--- config.mk ---
export PLATFORM = sky130hd
export DESIGN_NAME = pdec_m
export DESIGN_NICKNAME = d
export VERILOG_FILES = /design/src/rtl/pdec_m.sv
export SDC_FILE = /design/constraint.sdc
export NUM_CORES = 1
export LEC_CHECK = 0
export ABC_AREA = 1
export CAP_MARGIN = 20
export CORE_MARGIN = 2
export CORE_UTILIZATION = 30
export CTS_CLUSTER_SIZE = 8
export DETAILED_ROUTE_END_ITERATION = 8
export PLACE_DENSITY = 0.57
export SLEW_MARGIN = 20
export SYNTH_ARGS = -nofsm -noshare
export SYNTH_HDL_FRONTEND = slang
export SYNTH_SLANG_ARGS = --single-unit
--- constraint.sdc ---
create_clock -name clk -period 2.3 [get_ports clk]
set_input_delay 0.345 -clock clk [delete_from_list [all_inputs] [get_ports clk]]
set_output_delay 0.345 -clock clk [all_outputs]
set_load 0.1 [all_outputs]
--- src/rtl/pdec_m.sv ---
// Pulse-width decoder: measures high pulses on in, strobes valid/err_short/err_long.
// Latency: strobe appears SYNC_STAGES+1 clk edges after the deciding input edge.
// Backpressure: none; strobes are single-cycle and must be captured by the consumer.
module pdec_m #(
   parameter int MIN_WIDTH   = 2,
   parameter int MAX_WIDTH   = 16,
   parameter int SYNC_STAGES = 2,
   localparam int W          = $clog2(MAX_WIDTH + 1)
) (
   input  logic         clk,
   input  logic         rst,
   input  logic         in,
   output logic         valid,
   output logic [W-1:0] width,
   output logic         err_short,
   output logic         err_long,
   output logic         busy
);

   localparam logic [W-1:0] CNT_MAX = W'(MAX_WIDTH);
   localparam logic [W-1:0] CNT_MIN = W'(MIN_WIDTH);

   typedef enum logic [1:0] {IDLE = 2'd0, HIGH = 2'd1, LONG = 2'd2} state_t;

   state_t       state, state_nxt;
   logic         s, s_prev;
   logic [W-1:0] cnt, cnt_nxt, width_nxt;
   logic         valid_nxt, err_short_nxt, err_long_nxt, busy_nxt;

   generate
      if (SYNC_STAGES == 0) begin : g_nosync
         assign s = in;
      end else begin : g_sync
         logic [SYNC_STAGES-1:0] sync_q;
         // Synchronizer chain, preset high so a level present at reset release is not seen as an edge
         always_ff @(posedge clk or posedge rst) begin
            if (rst) sync_q <= '1;
            else     sync_q <= (sync_q << 1) | SYNC_STAGES'(in);
         end
         assign s = sync_q[SYNC_STAGES-1];
      end
   endgenerate

   // Previous synchronized sample for rising-edge detection
   always_ff @(posedge clk or posedge rst) begin
      if (rst) s_prev <= 1'b1;
      else     s_prev <= s;
   end

   // State register
   always_ff @(posedge clk or posedge rst) begin
      if (rst) state <= IDLE;
      else     state <= state_nxt;
   end

   // Next-state decode: arm on rising edge, escape to LONG once the counter is saturated
   always_comb begin
      state_nxt = state;
      case (state)
         IDLE:    if (s && !s_prev)       state_nxt = HIGH;
         HIGH:    if (!s)                 state_nxt = IDLE;
                  else if (cnt == CNT_MAX) state_nxt = LONG;
         LONG:    if (!s)                 state_nxt = IDLE;
         default:                         state_nxt = IDLE;
      endcase
   end

   // Output/datapath decode: counter never wraps, width only updates on a normal termination
   always_comb begin
      cnt_nxt       = cnt;
      width_nxt     = width;
      valid_nxt     = 1'b0;
      err_short_nxt = 1'b0;
      err_long_nxt  = 1'b0;
      case (state)
         IDLE: if (s && !s_prev) cnt_nxt = W'(1);
         HIGH: begin
            if (s) begin
               if (cnt < CNT_MAX) cnt_nxt = cnt + W'(1);
               else               err_long_nxt = 1'b1;
            end else begin
               width_nxt = cnt;
               if (cnt >= CNT_MIN) valid_nxt     = 1'b1;
               else                err_short_nxt = 1'b1;
            end
         end
         default: ;
      endcase
      busy_nxt = (state_nxt != IDLE);
   end

   // Registered outputs and counter
   always_ff @(posedge clk or posedge rst) begin
      if (rst) begin
         cnt       <= '0;
         width     <= '0;
         valid     <= 1'b0;
         err_short <= 1'b0;
         err_long  <= 1'b0;
         busy      <= 1'b0;
      end else begin
         cnt       <= cnt_nxt;
         width     <= width_nxt;
         valid     <= valid_nxt;
         err_short <= err_short_nxt;
         err_long  <= err_long_nxt;
         busy      <= busy_nxt;
      end
   end

endmodule

Word level (Yosys, flattened, before mapping)
Index checks and enable logic that the tools add are counted.
{"block": "totals", "reg_bits": 19, "output_inout_bits": 9}
{"block": "classes", "add_sub_neg": 1, "order_cmp": 2, "eq_ne": 6, "muxes": 18, "n_bitwise": 2, "reduce_logical": 7}
{"operator": "5-bit two-way mux", "count": 3}
{"operator": "5-bit case mux with 2 select lines", "count": 1}
{"operator": "1-bit two-way mux", "count": 9}
{"operator": "2-bit two-way mux", "count": 4}
{"operator": "2-bit != test (second input constant)", "count": 3}
{"operator": "2-bit case mux with 3 select lines", "count": 1}
{"operator": "5-bit by 1-bit adder with 5-bit output (second input constant)", "count": 1}
{"operator": "5-bit == test (second input constant)", "count": 1}
{"operator": "5-bit by 2-bit greater-or-equal comparator with 1-bit output (second input constant)", "count": 1}
{"operator": "5-bit < comparator (second input constant)", "count": 1}
{"operator": "4-bit AND reduction", "count": 1}
{"operator": "2-bit nonzero test", "count": 2}
{"operator": "2-bit by 1-bit == test with 1-bit output (second input constant)", "count": 1}
{"operator": "2-bit == test (second input constant)", "count": 1}
{"operator": "2-bit logical NOT", "count": 1}
{"operator": "2-bit by 1-bit OR with 2-bit output", "count": 1}
{"operator": "2-bit AND reduction", "count": 1}
{"operator": "1-bit logical AND", "count": 1}
{"operator": "1-bit logical NOT", "count": 1}
{"operator": "1-bit NOT", "count": 1}

Longest topological paths before layout
Gate-level depths: netlist (run 1).
{"block": "depth", "ltp_word": 5, "mapped_depth": 6, "depth_no_buf": 6}

Worst setup path after synthesis (run 1)
Ideal clock, no wire load.
{"block": "synth_timing", "path_kind": "reg-to-output", "start": "register width[0]", "end": "output port width[0]", "arrival_time_ns": 0.898, "required_time_ns": 1.955, "path_slack_ns": 1.057, "path_stages_with_launch": 1, "path_cell_list": "dfrtp_1"}
{"item": "start, declared", "line": "14", "text": "output logic [W-1:0] width,"}
{"item": "start signal, assigned", "line": "103", "text": "width <= width_nxt;"}
No word-level cell between the ends.

Final worst setup path (run 1)
{"block": "layout_timing", "start": "register g_sync.sync_q[1]", "end": "register cnt[3]"}
{"block": "layout_between", "elab_chain_len": 3, "word_cells_on_any_way": 4, "classes_between": "eq/ne (2); reduce/logical (2)"}
{"item": "start, declared", "line": "34", "text": "logic [SYNC_STAGES-1:0] sync_q;"}
{"item": "start signal, assigned", "line": "38", "text": "else sync_q <= (sync_q << 1) | SYNC_STAGES'(in);"}
{"item": "1-bit logical AND", "line": "76", "text": "IDLE: if (s && !s_prev) cnt_nxt = W'(1);"}
{"item": "2-bit != test (no source line)"}
{"item": "4-bit AND reduction (no source line) *"}
{"item": "end signal, assigned", "line": "102", "text": "cnt <= cnt_nxt;"}
{"item": "end, declared", "line": "27", "text": "logic [W-1:0] cnt, cnt_nxt, width_nxt;"}
Mark *: on every way between the ends. The rest lies on a longest branch, timed or not.
A chain may end at the register's enable or synchronous reset.

==> results of run 1 <==
[path summary, 6_finish.rpt]
check	start	to	slack (ps)	cells after the start
worst min register to register	g_sync.sync_q[0]$_DFF_PP1_	g_sync.sync_q[1]$_DFF_PP1_	360	0
worst max-delay path	g_sync.sync_q[1]$_DFF_PP1_	cnt[3]$_DFFE_PP0P_	980	5
max in group asynchronous	rst	width[1]$_DFFE_PP0P_	1420	2
min in group asynchronous	rst	err_long$_DFF_PP0_	440	2
worst min-delay path	g_sync.sync_q[0]$_DFF_PP1_	g_sync.sync_q[1]$_DFF_PP1_	360	0
worst max register to register	g_sync.sync_q[1]$_DFF_PP1_	cnt[3]$_DFFE_PP0P_	980	5
[Yosys cell counts (2+ instances only)]
library cell,instances
nand2_1,21
dfrtp_1,16
nand3_1,11
o21ai_1,9
inv_1,8
dfstp_2,3
inv_2,3
nand4_1,3
ha_1,2
nand3_2,2
[critical path: cells and delay by family, from the launching register on]
family / cells / cell delay, ps
DFF: 1 / 610
and+or+nand+nor: 3 / 480
buffers and inverters: 1 / 70
AOI/OAI and AO/OA: 1 / 60
[metrics by stage]
stage               cells  cell area [sq um]  util (%)
floorplan              88              833.3         -
global placement      128              947.2     35.26
detailed placement    128              947.2     35.26
CTS                   132              973.4     36.24
global route          132              973.4     36.24
finish                132              973.4     36.24
[layer usage]
metal | track usage, % | share of wire [%] | vias up
met5 | 0 | 0 | -
met4 | 4.762 | 1.7 | 0
met3 | 2.995 | 4.0 | 4
met2 | 16.61 | 47 | 10
met1 | 13.93 | 47 | 282
li1 | - | - | 318
[state kept, by name (all words and copies together) (netlist names), 2 cells and up]
name and flops:
cnt 5, width 5, g_sync.sync_q 2, state 2
[power breakdown]
part / internal [mW] / switching (mW) / total, mW / leakage (nW)
combinational: 0.0854 / 0.269 / 0.354 / 0.230
clock: 0.0675 / 0.0988 / 0.166 / 0.0150
sequential: 0.382 / 0.0499 / 0.432 / 0.246
[kinds of logic (layout without fill, tap and decap cells)]
family | Yosys count | in the layout | synth area share, %
buffers and inverters | 13 | 26 | 6.456
DFF | 19 | 19 | 57.51
and+or+nand+nor | 43 | 43 | 25.53
AOI/OAI and AO/OA | 11 | 11 | 7.506
adders and majority gates | 2 | 2 | 3.003
[area by class of cell]
cell class | count | area [sq um] | area share (%)
clock buffer | 4 | 26.28 | 2.699
multi-input combinational | 56 | 300.3 | 30.85
tap | 31 | 38.79 | 3.985
timing repair buffer | 11 | 87.58 | 8.997
sequential | 19 | 479.2 | 49.23
inverter | 11 | 41.29 | 4.242
==> metrics.log, run 1 <==
INFO  metric status = complete, no violations
INFO  metric postSynthCellCount = 88
INFO  metric floorplan.rows = 19
INFO  metric grt_setup_unrepaired = no
INFO  metric crit_chain = inv_2 > nand3_2 > nand3_2 > nand2_1 > o21ai_1
INFO  metric initial_core_util = between 30% and 40%
INFO  metric grt_max_degree = 20
INFO  metric slowest_cp_cell = dfstp_2
INFO  metric cts_root_buf = clkbuf_4
INFO  metric post-synth-top-area-cell = dfrtp_1
INFO  metric dp_hpwl = between 1000 and 1500 microns
INFO  metric top_area_cell_type_share_of_the_netlist_area = 48.05%
INFO  metric cts_buffers = 3
INFO  metric syn-cell-area = roughly 830 sq um
INFO  metric drt_iter0_markers = 13
INFO  metric routed_wire_length_per_instance = approximately 12 microns
INFO  metric post_cts_clock_slew_at_the_launch_and_capture_registers_of_the_worst_setup_and_hold_paths = ~100 ps
INFO  metric first_global_vias = approximately 620
INFO  metric synth_async_sr_flop_share = 100.0%
INFO  metric core = 2686 sq um
INFO  metric tightest_hold_check_type = reg -> reg
INFO  metric fmax = roughly 760 MHz
INFO  metric cell_repeated_most_along_the_worst_path = nand3_2
INFO  metric width_of_the_chip = 56.71 microns
INFO  metric gpl.final_weighted_congestion = just under 0.9
INFO  metric clock-skew-final = between 1.5 and 2 ps
INFO  metric postCtsHoldBufs = 0
INFO  metric cts_tree = done
INFO  metric remaining_drc_errors = 0
INFO  metric postCtsResizedCells = 0
INFO  metric worst_endpoint_data_arrival_time = approximately 1500 ps
INFO  metric drive_gt1_share = a little under a quarter
INFO  metric ys_types = 20
INFO  metric max_stage_delay = between 600 and 700 ps
INFO  metric relSlewSlack = ~54%
INFO  metric detailedPlace.worstSlack = around 1000 ps
INFO  metric worstSetupPathType = reg -> reg
INFO  metric htreeDepth = 1
INFO  metric fin_crit = 1324 ps
INFO  metric setup_viol = 0
INFO  metric number_of_enable_flip_flop_cells_after_synthesis = 0
INFO  metric yosysSeqAreaShare = between 50% and 60%
INFO  metric timing.max_cap.violations = 0
INFO  metric filler_cell_count = around 280
INFO  metric setup_tns = 0 ps
INFO  metric routed_via_density = 4.652
INFO  metric cts_post_setup_buffers_inserted = 0
INFO  metric worst-endpoint-required = about 2500 ps
INFO  metric synth_fp_nets = 93
INFO  metric grt_pass1_wl = roughly 2700 microns
INFO  metric worst-path-max-fanout = 12
INFO  metric ir_drop = around 0.37 mV
INFO  metric num_vias = just over 600
INFO  metric commonest_non_fill_non_tap_cells_in_the_layout = nand2_1, dfrtp_1, nand3_1, o21ai_1, buf_4
INFO  metric detail_route.first_pass.iterations = 3
INFO  metric power.leakage = 0.4902 nW
INFO  metric power.density = a little under 1000 nW/um^2
INFO  metric worst_setup_path_end_kind = flip-flop
INFO  metric syn-mean-instance-area = 9.469 sq um
INFO  metric global_route.usage.total = 10.75%
INFO  metric cts_num_sinks = 19
INFO  metric hold_violations = 0
INFO  metric most_common_cell_after_layout_fill_and_taps_aside = nand2_1
INFO  metric power.total = about 950 uW
INFO  metric cts-root-to-sink-buffers = 2
INFO  metric synthesis.yosys.warnings = 0
INFO  metric worst_skew_pair.late_latency = between 200 and 300 ps
INFO  metric diodes = 0
INFO  metric layout_worst_path_cycle_share = a little under three fifths
INFO  metric leading_post_synthesis_cells_by_cell_area = dfrtp_1, dfstp_2, nand2_1
INFO  metric dieHeight = around 57 microns
INFO  metric antenna_left = 0
INFO  metric gr-total-overflow = 0
INFO  metric wl = roughly 1500 microns
INFO  metric portBuffers = 11
INFO  metric ys_ff_latch = 19
INFO  metric tightestPinTransition = slightly below 700 ps
INFO  metric area_growth_syn_to_layout = 16.82%
INFO  metric report.final.slew_viol_count = 0
INFO  metric die_footprint = between 3000 and 4000 sq um
INFO  metric hold_ws = 362.0 ps
INFO  metric layout.nets = ~110
INFO  metric floorplan.io_pins = 12
INFO  metric antenna_violations_before_repair = 0
INFO  metric synth_top_flop_cell = dfrtp_1
INFO  metric timing.critical_path.from_type = flip-flop
INFO  metric fin_ws = 976.0 ps
Note: power is estimated with default switching activity, not from simulation.
==> run 2: changes to the inputs <==
--- a/config.mk
+++ b/config.mk
@@ -11,7 +11,7 @@
 export CORE_UTILIZATION = 30
 export CTS_CLUSTER_SIZE = 8
 export DETAILED_ROUTE_END_ITERATION = 8
-export PLACE_DENSITY = 0.57
+export PLACE_DENSITY = 0.59
 export SLEW_MARGIN = 20
 export SYNTH_ARGS = -nofsm -noshare
 export SYNTH_HDL_FRONTEND = slang
==> constraint.sdc (replaced) <==
create_clock -name clk -period 1.1 [get_ports clk]
set_input_delay 0.165 -clock clk [delete_from_list [all_inputs] [get_ports clk]]
set_output_delay 0.165 -clock clk [all_outputs]
set_load 0.1 [all_outputs]
==> metrics.log, run 2 (synthesis results as in run 1) <==
INFO  metric regArea = 491.7 sq um (was 479.2 sq um)
INFO  metric setup_tns = -95.03 ps (was 0 ps)
INFO  metric dieHeight = 56.71 microns (unchanged)
INFO  metric power.density = 1851 nW/um^2 (was 979.0 nW/um^2)
INFO  metric grt_max_degree = 20 (unchanged)
INFO  metric antenna_left = 0 (unchanged)
INFO  metric drt_iter0_markers = 8 (was 13)
INFO  metric routed_wire_length_per_instance = 11.78 microns (was 11.54 microns)
INFO  metric worstSetupPathType = reg -> reg (unchanged)
INFO  metric width_of_the_chip = 56.71 microns (unchanged)
INFO  metric die_footprint = 3215 sq um (unchanged)
INFO  metric cts-root-to-sink-buffers = 2 (unchanged)
INFO  metric first_global_vias = 657 (was 623)
INFO  metric worst-endpoint-required = 1290 ps (was 2490 ps)
INFO  metric remaining_drc_errors = 0 (unchanged)
INFO  metric htreeDepth = 1 (unchanged)
INFO  metric fin_ws = -27.29 ps (was 976.0 ps)
INFO  metric power.total = 2.344 mW (was 953.0 uW)
INFO  metric core = 2686 sq um (unchanged)
INFO  metric power.leakage = 0.5665 nW (was 0.4902 nW)
INFO  metric cts_tree = done (unchanged)
INFO  metric post_dp_cell_area = 1139 sq um (was 947.2 sq um)
INFO  metric gpl.final_weighted_congestion = 0.7376 (was 0.8710)
INFO  metric relSlewSlack = 82.64% (was 54.08%)
INFO  metric cts_root_buf = clkbuf_4 (unchanged)
INFO  metric final_design_area_no_fill = 1266 sq um (was 973.4 sq um)
INFO  metric report.final.slew_viol_count = 0 (unchanged)
INFO  metric floorplan.rows = 19 (unchanged)
INFO  metric crit_chain = a21oi_2 > nand3_4 > nand2_1 > o21ai_1 (was inv_2 > nand3_2 > nand3_2 > nand2_1 > o21ai_1)
INFO  metric route.layer.met1.wl = 723 microns (was 722 microns)
INFO  metric wl = 1685 microns (was 1523 microns)
INFO  metric grt_setup_unrepaired = yes (was no)
INFO  metric drive_gt1_share = 51.79% (was 22.77%)
INFO  metric status = finished, violations left (was complete, no violations)
INFO  metric num_vias = 670 (was 614)
INFO  metric detail_route.first_pass.iterations = 4 (was 3)
INFO  metric fin_crit = 1127 ps (was 1324 ps)
INFO  metric routed_via_density = 4.685 (was 4.652)
INFO  metric largestRegisters = cnt x5, width x5 (unchanged)
INFO  metric route.met2.wl = 861 microns (was 713 microns)
INFO  metric multiInputGateArea = 366.6 sq um (was 300.3 sq um)
INFO  metric dp_hpwl = 1129 microns (was 1140 microns)
INFO  metric failed_checks = negative setup slack
INFO  metric cts_num_sinks = 19 (unchanged)
INFO  metric layout.nets = 118 (was 107)
INFO  metric fmax = 887.1 MHz (was 755.3 MHz)
INFO  metric timing.critical_path.from_type = flip-flop (unchanged)
INFO  metric cts_buffers = 3 (unchanged)
INFO  metric clock-skew-final = 5.302 ps (was 1.688 ps)
INFO  metric filler_cell_count = 255 (was 276)
INFO  metric antenna_violations_before_repair = 0 (unchanged)
INFO  metric ir_drop = 0.8886 mV (was 0.3721 mV)
INFO  metric commonest_non_fill_non_tap_cells_in_the_layout = nand2_1, dfrtp_2, buf_12 (was nand2_1, dfrtp_1, nand3_1, o21ai_1, buf_4)
INFO  metric max_stage_delay = 480 ps (was 610 ps)
INFO  metric detailedPlace.worstSlack = -29.54 ps (was 996.0 ps)
INFO  metric grt_pass1_wl = 3077 microns (was 2656 microns)
INFO  metric route.top_layer_used = met4 (unchanged)
INFO  metric portBuffers = 11 (unchanged)
INFO  metric worst-path-max-fanout = 8 (was 12)
INFO  metric stdcell_count = 143 (was 132)
INFO  metric route.met3.wl = 74 microns (was 61 microns)
INFO  metric worst_endpoint_data_arrival_time = 1310 ps (was 1510 ps)
INFO  metric tightestPinTransition = 260.3 ps (was 688.1 ps)
INFO  metric area_growth_syn_to_layout = 51.95% (was 16.82%)
INFO  metric post_cts_clock_slew_at_the_launch_and_capture_registers_of_the_worst_setup_and_hold_paths = 110 ps (was 100 ps)
INFO  metric slowest_cp_cell = dfrtp_1 (was dfstp_2)
INFO  metric dpl.cell_count = 136 (was 128)
INFO  metric setup_viol = 4 (was 0)
INFO  metric diodes = 0 (unchanged)
INFO  metric worst_setup_path_end_kind = flip-flop (unchanged)
INFO  metric initial_core_util = 31.02% (unchanged)
INFO  metric gr-total-overflow = 0 (unchanged)
INFO  metric tightest_hold_check_type = in -> async (was reg -> reg)
INFO  metric layout_worst_path_cycle_share = 102.5% (was 57.57%)
INFO  metric timing.max_cap.violations = 0 (unchanged)
INFO  metric floorplan.io_pins = 12 (unchanged)
INFO  metric worst_skew_pair.late_latency = 290 ps (about the same)
INFO  metric hold_violations = 0 (unchanged)
INFO  metric global_route.usage.total = 12.14% (was 10.75%)
INFO  metric most_common_cell_after_layout_fill_and_taps_aside = nand2_1 (unchanged)
==> run 2: per-layer routing <==
| layer | global-route usage, % | up-vias |
|---|---|---|
| li1 | - | 335 |
| met1 | 15.65 | 315 |
| met2 | 19.44 | 16 |
| met3 | 2.304 | 4 |
| met4 | 5.782 | 0 |
| met5 | 0 | - |
==> run 2: final timing paths <==
path / slack (ps) / from / endpoint / depth (start not counted)
setup / recovery: -30 / cnt[4]$_DFFE_PP0P_ / cnt[1]$_DFFE_PP0P_ / 4
hold / removal: 170 / rst / cnt[4]$_DFFE_PP0P_ / 3
setup reg to reg: -30 / cnt[4]$_DFFE_PP0P_ / cnt[1]$_DFFE_PP0P_ / 4
hold reg to reg: 360 / g_sync.sync_q[0]$_DFF_PP1_ / g_sync.sync_q[1]$_DFF_PP1_ / 0
max in group asynchronous: 710 / rst / g_sync.sync_q[0]$_DFF_PP1_ / 3
min in group clk: 270 / in / g_sync.sync_q[0]$_DFF_PP1_ / 1
==> run 2: power by group <==
| part | internal [mW] | switching (mW) |
|---|---|---|
| Sequential | 0.817 | 0.146 |
| Combinational | 0.427 | 0.607 |
| Clock | 0.141 | 0.206 |
| Total | 1.38 | 0.960 |
==> run 2: critical path, delay by kind of cell (launching register included) <==
kind               cells  cell delay (ps)
AOI/OAI and AO/OA      2              290
and+or+nand+nor        2              250
DFF                    1              480
==> run 2: what timing repair did <==
item                       in CTS  in global routing
resized for setup              10                 15
hold buffers                    0                  0
setup endpoints to repair       6                 16
cloned                          0                  0
pin swaps                       3                  3
buffers inserted                2                  1
==> run 2: final cells by class <==
cell class	instances	area share [%]
timing repair buffer	22	23.62
multi-input combinational	56	28.95
inverter	11	3.459
clock buffer	4	2.075
sequential	19	38.83
tap	31	3.063
==> run 2: per-stage QoR <==
stage | hold WS [ps] | utilization [%]
final | 172.9 | 47.14
after global routing | 211.6 | 47.14
after CTS | 179.7 | 45.32
after detailed placement | 347.9 | 42.38
after global placement | 347.3 | 42.38
after floorplan | 113.6 | -
==> run 3: changes to the inputs <==
--- a/config.mk
+++ b/config.mk
@@ -6,6 +6,7 @@
 export NUM_CORES = 1
 export LEC_CHECK = 0
 export ABC_AREA = 1
+export ABC_CLOCK_PERIOD_IN_PS = 1100
 export CAP_MARGIN = 20
 export CORE_MARGIN = 2
 export CORE_UTILIZATION = 30
==> results of run 3 <==
Final layout, timing and power as in run 2 (identical DEF).
